<file path="src/rtl/instr_assembler_pkg.sv">
// Shared RV32I encoding constants: opcodes, instruction formats, assembler error codes and FSM states.
package instr_assembler_pkg;

    localparam logic [6:0] OP_R      = 7'b0110011;
    localparam logic [6:0] OP_IMM    = 7'b0010011;
    localparam logic [6:0] OP_LOAD   = 7'b0000011;
    localparam logic [6:0] OP_JALR   = 7'b1100111;
    localparam logic [6:0] OP_STORE  = 7'b0100011;
    localparam logic [6:0] OP_BRANCH = 7'b1100011;
    localparam logic [6:0] OP_JAL    = 7'b1101111;
    localparam logic [6:0] OP_LUI    = 7'b0110111;
    localparam logic [6:0] OP_AUIPC  = 7'b0010111;

    localparam logic [1:0] ERR_NONE   = 2'b00;
    localparam logic [1:0] ERR_OPCODE = 2'b01;
    localparam logic [1:0] ERR_RANGE  = 2'b10;
    localparam logic [1:0] ERR_ALIGN  = 2'b11;

    typedef enum logic [2:0] {
        FMT_R,
        FMT_I,
        FMT_S,
        FMT_B,
        FMT_J,
        FMT_U,
        FMT_BAD
    } fmt_e;

    typedef enum logic [1:0] {
        ST_IDLE,
        ST_ACTIVE,
        ST_DRAIN,
        ST_DONE
    } asm_state_e;

    function automatic fmt_e opcode_fmt(input logic [6:0] op);
        fmt_e f;
        case (op)
            OP_R:                      f = FMT_R;
            OP_IMM, OP_LOAD, OP_JALR:  f = FMT_I;
            OP_STORE:                  f = FMT_S;
            OP_BRANCH:                 f = FMT_B;
            OP_JAL:                    f = FMT_J;
            OP_LUI, OP_AUIPC:          f = FMT_U;
            default:                   f = FMT_BAD;
        endcase
        return f;
    endfunction

endpackage

</file>
<file path="src/rtl/instr_assembler_pack.sv">
// Combinational RV32I field packer with per-format immediate range and alignment checks.
module instr_pack
    import instr_assembler_pkg::*;
(
    input  logic [6:0]  opcode,
    input  logic [4:0]  rd,
    input  logic [4:0]  rs1,
    input  logic [4:0]  rs2,
    input  logic [2:0]  funct3,
    input  logic [6:0]  funct7,
    input  logic [31:0] imm,
    output logic [31:0] word,
    output logic [1:0]  err_code
);

    fmt_e               fmt;
    logic signed [31:0] simm;
    logic               is_shift;

    always_comb begin
        fmt      = opcode_fmt(opcode);
        simm     = imm;
        is_shift = (opcode == OP_IMM) && (funct3[1:0] == 2'b01);
        word     = '0;
        err_code = ERR_NONE;
        case (fmt)
            FMT_R: word = {funct7, rs2, rs1, funct3, rd, opcode};
            FMT_I: begin
                if (is_shift) begin
                    word = {funct7, imm[4:0], rs1, funct3, rd, opcode};
                    if (simm < 32'sd0 || simm > 32'sd31)
                        err_code = ERR_RANGE;
                end else begin
                    word = {imm[11:0], rs1, funct3, rd, opcode};
                    if (simm < -32'sd2048 || simm > 32'sd2047)
                        err_code = ERR_RANGE;
                end
            end
            FMT_S: begin
                word = {imm[11:5], rs2, rs1, funct3, imm[4:0], opcode};
                if (simm < -32'sd2048 || simm > 32'sd2047)
                    err_code = ERR_RANGE;
            end
            FMT_B: begin
                word = {imm[12], imm[10:5], rs2, rs1, funct3, imm[4:1], imm[11], opcode};
                // Odd offsets report as misaligned even when also out of range.
                if (imm[0])
                    err_code = ERR_ALIGN;
                else if (simm < -32'sd4096 || simm > 32'sd4094)
                    err_code = ERR_RANGE;
            end
            FMT_J: begin
                word = {imm[20], imm[10:1], imm[11], imm[19:12], rd, opcode};
                if (imm[0])
                    err_code = ERR_ALIGN;
                else if (simm < -32'sd1048576 || simm > 32'sd1048574)
                    err_code = ERR_RANGE;
            end
            FMT_U: begin
                word = {imm[31:12], rd, opcode};
                if (imm[11:0] != 12'd0)
                    err_code = ERR_RANGE;
            end
            default: err_code = ERR_OPCODE;
        endcase
    end

endmodule

</file>
<file path="src/rtl/instr_assembler.sv">
// Sequential RV32I program builder: encode stage, one-entry IMEM write buffer and run-control FSM.
module instr_assembler
    import instr_assembler_pkg::*;
#(
    parameter int ADDR_W = 32,
    parameter int CNT_W  = 16
) (
    input  logic              clk,
    input  logic              rst,
    input  logic              start,
    input  logic [ADDR_W-1:0] base_addr,
    input  logic              finish,
    input  logic              req_valid,
    output logic              req_ready,
    input  logic [6:0]        req_opcode,
    input  logic [4:0]        req_rd,
    input  logic [4:0]        req_rs1,
    input  logic [4:0]        req_rs2,
    input  logic [2:0]        req_funct3,
    input  logic [6:0]        req_funct7,
    input  logic [31:0]       req_imm,
    output logic              mem_valid,
    input  logic              mem_ready,
    output logic [ADDR_W-1:0] mem_addr,
    output logic [31:0]       mem_wdata,
    output logic [CNT_W-1:0]  count,
    output logic              busy,
    output logic              done,
    output logic              err,
    output logic [1:0]        err_code
);

    function automatic logic [CNT_W-1:0] sat_inc(input logic [CNT_W-1:0] c);
        return (&c) ? c : c + CNT_W'(1);
    endfunction

    asm_state_e        state;
    logic [31:0]       pack_word;
    logic [1:0]        pack_err;

    logic              vld_p1;
    logic [31:0]       word_p1;
    logic [1:0]        errc_p1;
    logic              vld_p2;
    logic [31:0]       word_p2;
    logic [ADDR_W-1:0] addr_p2;
    logic [CNT_W-1:0]  count_q;
    logic              err_q;
    logic [1:0]        err_code_q;

    logic              accept;
    logic              s1_adv;
    logic              s2_load;
    logic              s2_fire;
    logic              start_ok;

    instr_pack u_pack (
        .opcode   (req_opcode),
        .rd       (req_rd),
        .rs1      (req_rs1),
        .rs2      (req_rs2),
        .funct3   (req_funct3),
        .funct7   (req_funct7),
        .imm      (req_imm),
        .word     (pack_word),
        .err_code (pack_err)
    );

    // An errored S1 entry always leaves (it is dropped), so it never blocks on S2.
    assign s2_fire   = vld_p2 && mem_ready;
    assign s1_adv    = vld_p1 && ((errc_p1 != ERR_NONE) || !vld_p2 || mem_ready);
    assign s2_load   = s1_adv && (errc_p1 == ERR_NONE);
    assign req_ready = (state == ST_ACTIVE) && (!vld_p1 || s1_adv);
    assign accept    = req_valid && req_ready;
    assign start_ok  = start && ((state == ST_IDLE) || (state == ST_DONE));

    assign mem_valid = vld_p2;
    assign mem_addr  = addr_p2;
    assign mem_wdata = word_p2;
    assign count     = count_q;
    assign err       = err_q;
    assign err_code  = err_code_q;

    always_ff @(posedge clk or posedge rst) begin
        if (rst) begin
            state <= ST_IDLE;
            busy  <= 1'b0;
            done  <= 1'b0;
        end else begin
            done <= 1'b0;
            case (state)
                ST_IDLE: begin
                    if (start) begin
                        state <= ST_ACTIVE;
                        busy  <= 1'b1;
                    end
                end
                ST_ACTIVE: begin
                    if (finish)
                        state <= ST_DRAIN;
                end
                ST_DRAIN: begin
                    if (!vld_p1 && !vld_p2) begin
                        state <= ST_DONE;
                        busy  <= 1'b0;
                        done  <= 1'b1;
                    end
                end
                ST_DONE: begin
                    if (start) begin
                        state <= ST_ACTIVE;
                        busy  <= 1'b1;
                    end else begin
                        state <= ST_IDLE;
                    end
                end
                default: begin
                    state <= ST_IDLE;
                    busy  <= 1'b0;
                end
            endcase
        end
    end

    // S1: encode register
    always_ff @(posedge clk or posedge rst) begin
        if (rst) begin
            vld_p1  <= 1'b0;
            word_p1 <= '0;
            errc_p1 <= ERR_NONE;
        end else if (accept) begin
            vld_p1  <= 1'b1;
            word_p1 <= pack_word;
            errc_p1 <= pack_err;
        end else if (s1_adv) begin
            vld_p1  <= 1'b0;
        end
    end

    // S2: memory write buffer
    always_ff @(posedge clk or posedge rst) begin
        if (rst) begin
            vld_p2  <= 1'b0;
            word_p2 <= '0;
        end else if (s2_load) begin
            vld_p2  <= 1'b1;
            word_p2 <= word_p1;
        end else if (s2_fire) begin
            vld_p2  <= 1'b0;
        end
    end

    always_ff @(posedge clk or posedge rst) begin
        if (rst) begin
            addr_p2    <= '0;
            count_q    <= '0;
            err_q      <= 1'b0;
            err_code_q <= ERR_NONE;
        end else if (start_ok) begin
            addr_p2    <= base_addr & ~ADDR_W'(3);
            count_q    <= '0;
            err_q      <= 1'b0;
            err_code_q <= ERR_NONE;
        end else begin
            if (s2_fire) begin
                addr_p2 <= addr_p2 + ADDR_W'(4);
                count_q <= sat_inc(count_q);
            end
            if (accept && (pack_err != ERR_NONE)) begin
                err_q <= 1'b1;
                if (!err_q)
                    err_code_q <= pack_err;
            end
        end
    end

endmodule
</file>
<file path="config.mk">
export PLATFORM = sky130hd
export DESIGN_NAME = instr_assembler
export DESIGN_NICKNAME = d
export VERILOG_FILES = /design/src/rtl/instr_assembler_pkg.sv /design/src/rtl/instr_assembler_pack.sv /design/src/rtl/instr_assembler.sv
export SDC_FILE = /design/constraint.sdc
export NUM_CORES = 1
export LEC_CHECK = 0
export ABC_CLOCK_PERIOD_IN_PS = 5800
export BUFFER_PORTS_ARGS = -buffer_cell sky130_fd_sc_hd__buf_2
export CORE_MARGIN = 2
export CORE_UTILIZATION = 50
export DETAILED_ROUTE_END_ITERATION = 6
export GPL_TIMING_DRIVEN = 1
export PLACE_DENSITY = 0.88
export SETUP_SLACK_MARGIN = 0.02
export SLEW_MARGIN = 20
export SYNTH_ARGS = -nofsm -noshare
export SYNTH_HDL_FRONTEND = slang
export SYNTH_SLANG_ARGS = --single-unit
</file>
<file path="constraint.sdc">
create_clock -name clk -period 5.8 [get_ports clk]
set_input_delay 0.58 -clock clk [delete_from_list [all_inputs] [get_ports clk]]
set_output_delay 0.58 -clock clk [all_outputs]
set_load 0.02 [all_outputs]
</file>
==> run metrics <==
Tcrit/Tclk final 51.25%; PortBufs 184; WS Path Type input port to flip-flop; Final setup viols 0; Arr. time, crit path 3320 ps; Starting DRT DRC Count 439; Slew Limit Fails 0; cts repair resizes 0; largest net degree at the start of global routing 79; Leakage 3.975 nW; final hold violation count 0; chip height 115.3 um; Avg Inst Size Synth 10.06 um^2; synth warn 0; Total Die Area 0.01328 mm^2; register clock-pin slew on the reported worst setup and hold paths 60 ps; Placer Congestion 0.8846; H-tree levels 4; VDD IR max 0.2172 mV; Max Cap Violations 0; Area growth syn-to-layout 27.47%; CP startpoint req_opcode[3]; r2r setup slk 3140 ps; register area 0.003028 mm^2; Final nets 907; cell area after synthesis 0.006190 mm^2; n_diodes 0; total track usage 25.24%; DR pass1 iterations 5; Mapped Cells 615; Cell Area, Placed 0.007254 mm^2; Tightest Hold Check Type input port to flip-flop; first-pass GRT wire length 26300 um; Synth Register Bits 121; Seq/Total Area, Yosys 48.92%; top cell type by total area after synthesis dfrtp_1; Setup crit start kind input port; Fin Setup TNS 0 ps; Relative slew margins 26.95%; initial core utilization 51.32%; Synth Flop Type dfrtp_1; Design Area, Final 0.007890 mm^2; Worst-Margin Slew 1094 ps; RR Endpoint err_code[1]; CTS Root Cell clkbuf_16; Req. time, crit path 6140 ps; Die Width 115.3 um; number of global-route vias before repair 5279; ys async rst share 100.0%; Routed WL 16280 um; synth unique cells 65; DP Wirelength 11480 um; Core ar. 0.01206 mm^2; reg2reg path depth 7; DR WL/cell 16.66 um; crit path to err_code[1]; initial antenna violation count 0; fillers 973; Synth top cells by count dfrtp_1 (121), nand2_1 (76), o21ai_0 (45); CTS Hold Bufs 0; RSZ-0062 raised after global routing no; crit-path max FO 15; Avg Vias per Cell 5.690; Final Critical Period 2972 ps; DRC viols 0; Layout Skew 8.986 ps; most frequent cell after synthesis dfrtp_1; multi-input logic area 0.002999 mm^2; number of placement rows 40; DR vias 5559; I/O pins 189; share of layout cells above drive strength 1 32.88%; top cells by area, synth dfrtp_1 (49%), mux2_2 (6.2%), nand2_1 (4.6%); GRT overflow 0; Synth top area share 48.92%; maximum clock path buffer count 2; status finished, final reports clean; Worst R2R Start mem_valid; number of enable flip-flop cells after synthesis 0; Worst setup EP type flip-flop; PwrDens 458.1 mW/mm^2; CTS tree done; fmax 336.4 MHz; ANT nets after route 0; clock sink count 121; CTS Buf Count 17; hold path start base_addr[30]; post-CTS setup buffer count 0; Clock Latency Late Sink 410 ps
-- cell type report --
class                   instances  area share, %
multi-input cells             451          38.01
flip-flops and latches        121          38.38
inverters                      17         0.8405
repair buffers                188          12.05
clock buffers                  18          5.566
well taps                     168          2.664
clock inverters                14          2.490
-- power by group --
group	total [mW]	internal (mW)	switching, mW
clock	1.13	0.733	0.394
sequential	1.30	1.09	0.212
combinational	1.18	0.448	0.736
-- layout by cell type, fill, tap and decap left out, drive strengths merged, types with 3 or more instances in the layout --
cell	count
nand2	76
o21ai	50
mux2i	15
ha	9
clkbuf	18
or3	4
nand3	22
dfrtp	121
and4	5
a211oi	3
nor2	35
a221oi	11
nor3b	3
and3	12
mux2	34
a22o	9
xor2	28
and2	4
clkinvlp	3
nand2b	3
inv	19
nand4	19
bufinv	4
clkinv	5
o21a	3
a21oi	29
a31oi	9
nor4	7
buf	188
xnor2	15
nor3	11
or4	3
-- worst max-delay path, cell delays in order --
cell and delay [ps]:
buf_2 150, nand3b_1 280, nor3_2 380, inv_2 140, ha_1 270, o21a_1 190, a211oi_2 930, and3_1 270
a32o_1 120
-- cell families after synthesis --
kind of cell    after synthesis  synth area share [%]
xor+xnor                     43                 6.085
compound gates              133                 13.99
simple gates                215                 17.63
buf+inv                      44                 2.890
mux                          49                 8.611
other cells                   1               0.06058
fa+ha+maj                     9                 1.819
flops                       121                 48.92
-- worst min-delay path by stage --
| stage | slack [ps] | cells after the start | endpoint |
|---|---|---|---|
| finish | 370 | 3 | mem_addr[30] |
| global route | 370 | 3 | mem_addr[8] |
| CTS | 350 | 3 | mem_addr[30] |
| detailed placement | 460 | 1 | done |
| global placement | 450 | 1 | done |
| floorplan | 420 | 1 | done |
-- state kept, by name, summed over array words and instances, names as in the netlist --
name and flops:
busy 1, count 16, done 1, err 1
err_code 2, errc_p1 2, mem_addr 30, mem_valid 1
mem_wdata 32, state 2, vld_p1 1, word_p1 32
-- metal layers --
| layer | up-vias | share of wire (%) | GRT usage [%] | wire length, um |
|---|---|---|---|---|
| met1 | 2655 | 42 | 31.84 | 6827 |
| li1 | 2594 | - | - | - |
| met5 | - | 0 | 0 | 0 |
| met4 | 0 | 1.8 | 9.398 | 299 |
| met2 | 283 | 48 | 42.08 | 7879 |
| met3 | 27 | 7.8 | 6.431 | 1275 |
-- metrics by stage --
step | hold slack [ps] | worst slack, ps | std cells | power (mW) | util (%)
3_5_place_dp | 457.5 | 2498 | 945 | 2.498 | 60.15
3_3_place_gp | 445.1 | 2532 | 945 | 2.455 | 60.15
6_report | 372.0 | 2828 | 977 | 3.615 | 65.41
5_1_grt | 371.0 | 2665 | 977 | 3.832 | 65.41
4_1_cts | 350.7 | 2913 | 977 | 3.639 | 65.41
2_1_floorplan | 416.0 | 2006 | 616 | 2.075 | -
Note: power is estimated with default switching activity, not from simulation.
